### src/rtl/cle_tag_lookup_pkg.sv
// Shared geometry constants and helpers for the cle tag-lookup stage.
// Widths follow the miss-status FIFO interface this stage feeds.
package cle_tag_lookup_pkg;

  localparam int LINE_ADDR_W    = 27;
  localparam int SCB_ID_W       = 2;
  localparam int WARP_ID_W      = 3;
  localparam int LAT_W          = 5;
  localparam int PERF_W         = 16;
  localparam int OUTST_W        = 4;

  localparam int SETS_DEF       = 64;
  localparam int MSHR_DEPTH_DEF = 8;
  localparam logic [LAT_W-1:0] MISS_LAT_DEF = 5'd20;

  // Perf counters stick at all-ones instead of wrapping.
  function automatic logic [PERF_W-1:0] sat_inc(input logic [PERF_W-1:0] v);
    return (v == '1) ? v : v + 1'b1;
  endfunction

endpackage

### src/rtl/cle_tag_lookup_if.sv
// Request, lookup-result and miss-return signals between the load pipe,
// this lookup stage and the miss-status FIFO.
interface cle_tag_lookup_if;
  import cle_tag_lookup_pkg::*;

  logic                   req_valid;
  logic                   req_ready;
  logic [LINE_ADDR_W-1:0] req_addr;
  logic [SCB_ID_W-1:0]    req_scbID;
  logic [WARP_ID_W-1:0]   req_warpID;

  logic                   cle_hit_missbar;
  logic [LINE_ADDR_W-1:0] cle_addr;
  logic [LAT_W-1:0]       cle_latency;
  logic [SCB_ID_W-1:0]    scbID;
  logic [WARP_ID_W-1:0]   warpID;
  logic                   addr_valid;

  logic                   neg_feedback_valid;
  logic [LINE_ADDR_W-1:0] neg_feedback_addr;

  modport master (
    output req_valid, req_addr, req_scbID, req_warpID,
    output neg_feedback_valid, neg_feedback_addr,
    input  req_ready, cle_hit_missbar, cle_addr, cle_latency, scbID, warpID, addr_valid
  );

  modport slave (
    input  req_valid, req_addr, req_scbID, req_warpID,
    input  neg_feedback_valid, neg_feedback_addr,
    output req_ready, cle_hit_missbar, cle_addr, cle_latency, scbID, warpID, addr_valid
  );

endinterface

### src/rtl/cle_tag_array.sv
// Direct-mapped valid+tag store: combinational read, synchronous write,
// synchronous clear of all valid bits.
module cle_tag_array
  import cle_tag_lookup_pkg::*;
#(
  parameter  int SETS    = SETS_DEF,
  localparam int INDEX_W = $clog2(SETS),
  localparam int TAG_W   = LINE_ADDR_W - INDEX_W
) (
  input  logic               clk,
  input  logic               rst,
  input  logic [INDEX_W-1:0] rd_index,
  output logic               rd_valid,
  output logic [TAG_W-1:0]   rd_tag,
  input  logic               wr_en,
  input  logic [INDEX_W-1:0] wr_index,
  input  logic [TAG_W-1:0]   wr_tag
);

  logic [SETS-1:0]  valid_q;
  logic [TAG_W-1:0] tag_q [SETS];

  always_ff @(posedge clk) begin
    if (rst) begin
      valid_q <= '0;
    end else if (wr_en) begin
      valid_q[wr_index] <= 1'b1;
    end
  end

  // Tags need no reset; a cleared valid bit masks them.
  always_ff @(posedge clk) begin
    if (wr_en) begin
      tag_q[wr_index] <= wr_tag;
    end
  end

  assign rd_valid = valid_q[rd_index];
  assign rd_tag   = tag_q[rd_index];

endmodule

### src/rtl/cle_tag_lookup.sv
// Direct-mapped tag lookup ahead of the miss-status FIFO: resolves hit/miss,
// fills on miss return and throttles requests so the FIFO cannot overflow.
module cle_tag_lookup
  import cle_tag_lookup_pkg::*;
#(
  parameter int               SETS       = SETS_DEF,
  parameter int               MSHR_DEPTH = MSHR_DEPTH_DEF,
  parameter logic [LAT_W-1:0] MISS_LAT   = MISS_LAT_DEF
) (
  input  logic                clk,
  input  logic                rst,
  cle_tag_lookup_if.slave     bus,
  output logic [PERF_W-1:0]   hit_count,
  output logic [PERF_W-1:0]   miss_count
);

  localparam int INDEX_W = $clog2(SETS);
  localparam int TAG_W   = LINE_ADDR_W - INDEX_W;

  logic [INDEX_W-1:0] req_index;
  logic [TAG_W-1:0]   req_tag;
  logic [INDEX_W-1:0] fb_index;
  logic [TAG_W-1:0]   fb_tag;
  logic               rd_valid;
  logic [TAG_W-1:0]   rd_tag;
  logic               hit;
  logic               accept;
  logic               miss_acc;
  logic [OUTST_W-1:0] outstanding_q;
  logic [OUTST_W-1:0] outstanding_d;

  assign req_index = bus.req_addr[INDEX_W-1:0];
  assign req_tag   = bus.req_addr[LINE_ADDR_W-1:INDEX_W];
  assign fb_index  = bus.neg_feedback_addr[INDEX_W-1:0];
  assign fb_tag    = bus.neg_feedback_addr[LINE_ADDR_W-1:INDEX_W];

  cle_tag_array #(.SETS(SETS)) u_tag_array (
    .clk      (clk),
    .rst      (rst),
    .rd_index (req_index),
    .rd_valid (rd_valid),
    .rd_tag   (rd_tag),
    .wr_en    (bus.neg_feedback_valid),
    .wr_index (fb_index),
    .wr_tag   (fb_tag)
  );

  // Read port sees pre-edge contents, so a same-edge fill cannot turn a miss into a hit.
  assign hit           = rd_valid && (rd_tag == req_tag);
  assign bus.req_ready = (outstanding_q != OUTST_W'(MSHR_DEPTH));
  assign accept        = bus.req_valid && bus.req_ready;
  assign miss_acc      = accept && !hit;

  always_comb begin
    outstanding_d = outstanding_q;
    case ({miss_acc, bus.neg_feedback_valid})
      2'b10:   outstanding_d = outstanding_q + 1'b1;
      2'b01:   if (outstanding_q != '0) outstanding_d = outstanding_q - 1'b1;
      default: outstanding_d = outstanding_q;
    endcase
  end

  always_ff @(posedge clk) begin
    if (rst) begin
      outstanding_q <= '0;
      hit_count     <= '0;
      miss_count    <= '0;
    end else begin
      outstanding_q <= outstanding_d;
      if (accept && hit)  hit_count  <= sat_inc(hit_count);
      if (miss_acc)       miss_count <= sat_inc(miss_count);
    end
  end

  always_ff @(posedge clk) begin
    if (rst) begin
      bus.addr_valid      <= 1'b0;
      bus.cle_hit_missbar <= 1'b0;
      bus.cle_latency     <= '0;
      bus.cle_addr        <= '0;
      bus.scbID           <= '0;
      bus.warpID          <= '0;
    end else begin
      bus.addr_valid <= accept;
      if (accept) begin
        bus.cle_hit_missbar <= hit;
        bus.cle_latency     <= hit ? '0 : MISS_LAT;
        bus.cle_addr        <= bus.req_addr;
        bus.scbID           <= bus.req_scbID;
        bus.warpID          <= bus.req_warpID;
      end
    end
  end

  // A miss return with nothing outstanding means the FIFO and this stage disagree.
  a_fb_underflow: assert property (@(posedge clk) disable iff (rst)
    !(bus.neg_feedback_valid && !miss_acc && (outstanding_q == '0)));

endmodule

### src/flat_wrapper.sv
// flat-port wrapper written by rule: the top's interface ports become plain ports
module cle_tag_lookup_flat import cle_tag_lookup_pkg::*;
#(
  parameter int               SETS       = SETS_DEF,
  parameter int               MSHR_DEPTH = MSHR_DEPTH_DEF,
  parameter logic [LAT_W-1:0] MISS_LAT   = MISS_LAT_DEF
)
  (clk, rst, hit_count, miss_count, bus_req_valid, bus_req_addr, bus_req_scbID, bus_req_warpID, bus_neg_feedback_valid, bus_neg_feedback_addr, bus_req_ready, bus_cle_hit_missbar, bus_cle_addr, bus_cle_latency, bus_scbID, bus_warpID, bus_addr_valid);
  cle_tag_lookup_if bus_i ();
  input  logic clk;
  input  logic rst;
  output logic [PERF_W-1:0] hit_count;
  output logic [PERF_W-1:0] miss_count;
  input wire logic [$bits(bus_i.req_valid)-1:0] bus_req_valid;
  input wire logic [$bits(bus_i.req_addr)-1:0] bus_req_addr;
  input wire logic [$bits(bus_i.req_scbID)-1:0] bus_req_scbID;
  input wire logic [$bits(bus_i.req_warpID)-1:0] bus_req_warpID;
  input wire logic [$bits(bus_i.neg_feedback_valid)-1:0] bus_neg_feedback_valid;
  input wire logic [$bits(bus_i.neg_feedback_addr)-1:0] bus_neg_feedback_addr;
  output wire logic [$bits(bus_i.req_ready)-1:0] bus_req_ready;
  output wire logic [$bits(bus_i.cle_hit_missbar)-1:0] bus_cle_hit_missbar;
  output wire logic [$bits(bus_i.cle_addr)-1:0] bus_cle_addr;
  output wire logic [$bits(bus_i.cle_latency)-1:0] bus_cle_latency;
  output wire logic [$bits(bus_i.scbID)-1:0] bus_scbID;
  output wire logic [$bits(bus_i.warpID)-1:0] bus_warpID;
  output wire logic [$bits(bus_i.addr_valid)-1:0] bus_addr_valid;
  assign bus_i.req_valid = bus_req_valid;
  assign bus_i.req_addr = bus_req_addr;
  assign bus_i.req_scbID = bus_req_scbID;
  assign bus_i.req_warpID = bus_req_warpID;
  assign bus_i.neg_feedback_valid = bus_neg_feedback_valid;
  assign bus_i.neg_feedback_addr = bus_neg_feedback_addr;
  assign bus_req_ready = bus_i.req_ready;
  assign bus_cle_hit_missbar = bus_i.cle_hit_missbar;
  assign bus_cle_addr = bus_i.cle_addr;
  assign bus_cle_latency = bus_i.cle_latency;
  assign bus_scbID = bus_i.scbID;
  assign bus_warpID = bus_i.warpID;
  assign bus_addr_valid = bus_i.addr_valid;
  cle_tag_lookup #(.SETS(SETS), .MSHR_DEPTH(MSHR_DEPTH), .MISS_LAT(MISS_LAT)) u_core (.clk(clk), .rst(rst), .bus(bus_i), .hit_count(hit_count), .miss_count(miss_count));
endmodule
### config.mk
export PLATFORM = sky130hd
export DESIGN_NAME = cle_tag_lookup_flat
export DESIGN_NICKNAME = d
export VERILOG_FILES = /design/src/rtl/cle_tag_lookup_pkg.sv /design/src/rtl/cle_tag_lookup_if.sv /design/src/rtl/cle_tag_array.sv /design/src/rtl/cle_tag_lookup.sv /design/src/flat_wrapper.sv
export SDC_FILE = /design/constraint.sdc
export NUM_CORES = 1
export LEC_CHECK = 0
export ABC_AREA = 1
export ABC_CLOCK_PERIOD_IN_PS = 4100
export CAP_MARGIN = 30
export CELL_PAD_IN_SITES_DETAIL_PLACEMENT = 1
export CELL_PAD_IN_SITES_GLOBAL_PLACEMENT = 1
export CORE_ASPECT_RATIO = 0.9
export CORE_MARGIN = 2
export CORE_UTILIZATION = 50
export DETAILED_ROUTE_END_ITERATION = 16
export HOLD_SLACK_MARGIN = 0.05
export PLACE_DENSITY_LB_ADDON = 0.1
export SYNTH_ARGS = -nofsm -noshare
export SYNTH_HDL_FRONTEND = slang
export SYNTH_SLANG_ARGS = --single-unit
### constraint.sdc
create_clock -name clk -period 4.1 [get_ports clk]
set_input_delay 1.025 -clock clk [delete_from_list [all_inputs] [get_ports clk]]
set_output_delay 1.025 -clock clk [all_outputs]
set_load 0.01 [all_outputs]
After elaboration in Yosys (flattened, before gate mapping). Memories as Yosys holds them, arrays and structs flattened. Index checks and enable logic that the tools add are counted.

Add/subtract/negate cells: 4. Order comparisons: 3. Eq/ne operators: 7. Multiplexer cells: 9. Bitwise gates (word level): 3. Reductions and logical operators: 11.

Operator list (count): 64-bit bitwise OR (1); 16-bit by 1-bit adder with 16-bit output (second input constant) (2); 16-bit equality test (second input constant) (2); 21-bit equality test (1); 6-bit by 7-bit less-than comparator with 1-bit output (second input constant) (2); 4-bit one-hot mux with 2 select lines (1); 1-bit binary-select mux with 6-bit select (1); 1-bit demux with 6-bit select (1); 6-bit by 1-bit greater-or-equal comparator with 1-bit output (second input constant) (1); 2-bit AND reduction (3); 1-bit logical AND (5); 5-bit 2-to-1 mux (1); 4-bit by 1-bit adder with 4-bit output (second input constant) (1); 1-bit 2-to-1 mux (4); 4-bit 2-to-1 mux (1); 4-bit != test (second input constant) (1); 4-bit nonzero test (1); 4-bit by 1-bit subtractor with 4-bit output (second input constant) (1); 2-bit by 1-bit equality test with 1-bit output (second input constant) (1); 2-bit equality test (second input constant) (1); 2-bit by 1-bit != test with 1-bit output (second input constant) (1); 1-bit inverter (2); 2-bit nonzero test (1); 1-bit zero test (1).

Register bits: 139. RAM bits: 1344. Output and inout bits: 72. Memories kept: 1.

Memory list: u_core.u_tag_array.tag_q (depth 64, bits a word 21, rd ports 1, clocked after Yosys merged registers in 0, wr ports 1, RTL line cle_tag_array.sv:21) `logic [TAG_W-1:0] tag_q [SETS];`.

Logic depth before layout (Yosys ltp).
Depth after elaboration: 8. Gate-level depth with buffers: 31. Mapped depth without buffers: 28.

By module. A second synthesis with hierarchy kept.

Cell total of the unflattened synthesis: 5577. Area, all modules: 60837.1 um^2.

By module, submodules not included: cle_tag_array (times used 1, cells each 4949, area an instance 56799.5 um^2, seq. area each 41639.9 um^2); cle_tag_lookup (times used 1, cells each 628, area an instance 4037.6 um^2, seq. area each 1421.4 um^2).

Least setup slack after synthesis. No wires, ideal clock.

Path kind: input-to-reg. From: input bus_req_addr[0]. To: register u_core.outstanding_q[3]. Arrival time: 3.645 ns. Data required time: 3.985 ns. Setup slack: 0.340 ns. Stages: 28. Buffers on the path: 4. Path through: buf_4 > buf_6 > buf_6 > buf_6 > nand2_1 > nand3_1 > nand3_1 > nand2_1 > nand2_1 > nand2_1 > o211ai_1 > nand3b_1 > nand2_1 > nand2_1 > nor2_1 > nand3_2 > nand2_2 > nand2_1 > inv_1 > ha_1 > nand2_1 > nand2_1 > a31oi_1 > inv_1 > nand2_1 > nand2_1 > a21oi_1 > nor2_1.

Word-level cells in the longest chain between the ends: 8.

Ends and longest elaborated chain: start, declared (RTL line flat_wrapper.sv:15) `input wire logic [$bits(bus_i.req_addr)-1:0] bus_req_addr;`; memory 64 x 21 bit / 1-bit binary-select mux with 6-bit select (equally long branches); 21-bit equality test / 1-bit 2-to-1 mux (equally long branches) (RTL line cle_tag_lookup.sv:49, cle_tag_array.sv:38); 1-bit logical AND (*) (RTL line cle_tag_lookup.sv:49) `assign hit = rd_valid && (rd_tag == req_tag);`; 1-bit zero test (*) (RTL line cle_tag_lookup.sv:52) `assign miss_acc = accept && !hit;`; 1-bit logical AND (*) (RTL line cle_tag_lookup.sv:52); 2-bit by 1-bit equality test with 1-bit output / 2-bit equality test (equally long branches) (RTL line cle_tag_lookup.sv:56) `case ({miss_acc, bus.neg_feedback_valid})`; 2-bit by 1-bit != test with 1-bit output (no source line) / 2-bit nonzero test (equally long branches); 2-bit AND reduction (no source line); end signal, assigned (RTL line cle_tag_lookup.sv:69) `outstanding_q <= outstanding_d;`; end, declared (RTL line cle_tag_lookup.sv:29) `logic [OUTST_W-1:0] outstanding_q;`.

Mark *: on every way between the ends. The rest lies on a longest branch, timed or not. The select of a mux whose other input is x is not followed. A chain may end at the register's enable or synchronous reset.

Final worst setup path. Ends and elaborated chain as after synthesis.

==> flow_summary.json <==
{
  "rows": 121,
  "grt_pass1_vias": 47600,
  "final_net_count": 6046,
  "required_ns": 4.83,
  "finalSetupViolCount": 0,
  "path_common_cell": "nand2_1",
  "syn_area_um2": 60800,
  "clk_path_buf_depth": 3,
  "maxSlewViolCount": 0,
  "final_hold_viol_count": 0,
  "min_period_over_period_pct": 98.3,
  "p_per_area_nw_per_um2": 459,
  "critPathKind": "in -> reg",
  "design.core.area_um2": 121000,
  "clock_sinks": 1479,
  "endpoint_kind": "register",
  "final_area_um2": 73100,
  "place_area_um2": 67400,
  "yosysWarnings": 0,
  "synthCells": 5506,
  "cts_tree": "done",
  "vias_per_cell": 6.06,
  "drt_iter0_drc": 5994,
  "drive_gt1_share_pct": 14.8,
  "period_minus_slack_ns": 4.03,
  "ios": 135,
  "grtUsageTotal_pct": 34.3,
  "cap_violations": 0,
  "grt_overflow": 0,
  "antenna_found_initial": 8,
  "worst_slew_pin_slew_ns": 1.05,
  "async_flop_share_pct": 0,
  "cp_max_fo": 12,
  "hold_ws_ns": 0.468,
  "ys_ff_latch": 1479,
  "grt_pass1_wl_mm": 312,
  "synth.avg_cell_area_um2": 11.0,
  "leakagePower_nw": 27.2,
  "clkTransAtPathRegs_ns": 0.06,
  "cp.arrival_ns": 4.76,
  "max_freq_mhz": 248,
  "floorplan.initialDensity_pct": 50.3,
  "seq_area_frac_synth_pct": 70.8,
  "startpoint_type": "input pin",
  "max_stage_delay_ns": 0.23,
  "ant_nets": 0,
  "numPortBuffers": 131,
  "gp_congestion": 0.908,
  "fp.dieArea_um2": 124000,
  "post_drt_wl_per_cell_um": 28.3,
  "hold_buffers": 0,
  "clk_latency_ns": 0.81,
  "slew_headroom_pct": 30.2,
  "synth_edf_count": 1344,
  "synth-main-ff-cell": "edfxtp_1",
  "drc": 0,
  "hp-class": "reg -> reg",
  "place_hpwl_mm": 137,
  "fin_util_pct": 60.5,
  "fin_skew_ns": 0.0216,
  "ir_worst_vdd_mv": 0.477,
  "netlist-cell-type-count": 39,
  "cts-htree-levels": 4,
  "clockRootBuffer": "clkbuf_16",
  "first_pass_iters": 6,
  "cts_buffers": 155,
  "dieHeight_um": 335,
  "vias": 46700,
  "die_x_um": 372,
  "cp_slowest_cell": "ha_4",
  "grt_max_degree": 71,
  "status": "complete, no violations",
  "area_growth_pct": 20.3,
  "drt-total-wl_mm": 218
}
## metrics by stage
step | setup slack (ns) | std cells | total power, mW | TNS (ns)
after floorplan | 0.340 | 5508 | 18.2 | 0
after global placement | -0.722 | 7398 | 19.6 | -9.64
after detailed placement | -0.829 | 7400 | 19.7 | -11.58
after CTS | 0.0191 | 7687 | 33.4 | 0
after global routing | -0.125 | 7707 | 34.3 | -0.125
final | 0.0698 | 7709 | 33.5 | 0
## final timing paths
path / start / to / slack [ns] / depth (start not counted)
worst max-delay path: bus_req_addr[0] / u_core.outstanding_q[3] / 0.07 / 32
worst min-delay path: u_core.u_tag_array.valid_q[4] / u_core.u_tag_array.valid_q[4] / 0.47 / 2
worst max register to register: u_core.u_tag_array.tag_q[39][19] / u_core.outstanding_q[3] / 0.52 / 29
worst min register to register: u_core.u_tag_array.valid_q[4] / u_core.u_tag_array.valid_q[4] / 0.47 / 2
## power by group
group / switching (mW) / internal (mW) / leakage, nW / total [mW]
clock network: 6.01 / 7.88 / 2.39 / 13.9
registers: 0.0622 / 16.6 / 13.2 / 16.6
logic: 2.04 / 0.979 / 11.6 / 3.02
total: 8.11 / 25.4 / 27.2 / 33.5
## area by class of cell
| cell class | instances | area (um2) |
|---|---|---|
| Fill cell | 12500 | 47700 |
| Sequential cell | 1479 | 43100 |
| Timing Repair Buffer | 648 | 6810 |
| Clock buffer | 213 | 4190 |
| Inverter | 100 | 423 |
| Tap cell | 1599 | 2000 |
| Antenna cell | 2 | 5.00 |
| Clock inverter | 74 | 726 |
| Multi-Input combinational cell | 3594 | 15900 |
## repair_timing
| item | CTS | global route |
|---|---|---|
| setup endpoints to repair | 1 | 1 |
| gates cloned | 0 | 11 |
| pin swaps | 1 | 11 |
| resized for setup | 3 | 104 |
| buffers inserted | 0 | 7 |
## cell families (layout without fill, tap and decap cells)
group                    count (synthesis)  in the layout  share of synthesized area, %
AO/OA/AOI/OAI                          117            117                          1.04
XOR/XNOR                                17             17                         0.245
adder cells (fa/ha/maj)                  5              5                         0.115
buffers and inverters                  435           1035                          3.69
flip-flops                            1479           1479                          70.8
other                                    1              5                       0.00617
AND/OR/NAND/NOR                       3452           3452                          24.1
## synth_stat cells, types with 2 or more instances
cell,instances,share of area [%]
inv_1,92,0.57
xor2_1,13,0.19
o211ai_1,2,0.025
o21ai_0,49,0.40
a21oi_2,8,0.12
inv_2,6,0.037
ha_1,4,0.082
buf_4,67,0.83
buf_6,16,0.30
buf_1,23,0.14
nand2_1,1893,12
nand3_1,1216,10
a21oi_1,50,0.41
nand4_1,14,0.14
o21ai_1,4,0.033
clkbuf_1,39,0.24
nor4_1,4,0.041
buf_2,190,1.6
nor3_1,34,0.28
nor2_1,277,1.7
xnor2_1,4,0.058
edfxtp_1,1344,66
nor3b_1,3,0.037
dfxtp_1,135,4.4
nand3b_1,4,0.049
a31oi_1,2,0.021
## layer usage
metal	part of all wire (%)	global-route usage (%)
met2	46	53.2
met5	0.011	0
met3	9.1	6.06
met1	41	48.6
met4	3.6	12.7
## state kept, by name, summed over array words and instances (netlist names)
signal / cells
u_core.bus.cle_addr: 27
u_core.bus.cle_hit_missbar: 1
u_core.bus.warpID: 3
u_core.bus.cle_latency: 1
u_core.hit_count: 16
u_core.bus.addr_valid: 1
u_core.u_tag_array.tag_q: 1344
u_core.outstanding_q: 4
u_core.u_tag_array.valid_q: 64
u_core.bus.scbID: 2
u_core.miss_count: 16
## critical path, delay by kind of cell
family,cells,cell delay [ns]
buffers and inverters,7,1.02
AO/OA/AOI/OAI,1,0.18
AND/OR/NAND/NOR,23,2.28
adder cells (fa/ha/maj),1,0.23
## cells in the final DEF (no fill, tap or decap), types with 91 or more instances in the layout
cell type,synthesis,final
buf_12,0,97
buf_4,67,388
clkbuf_16,0,167
clkdlybuf4s50_1,0,104
dfxtp_1,135,135
edfxtp_1,1344,1344
inv_1,92,91
nand2_1,1893,1861
nand3_1,1216,1187
nor2_1,277,210
(Power assumes the default switching activity.)
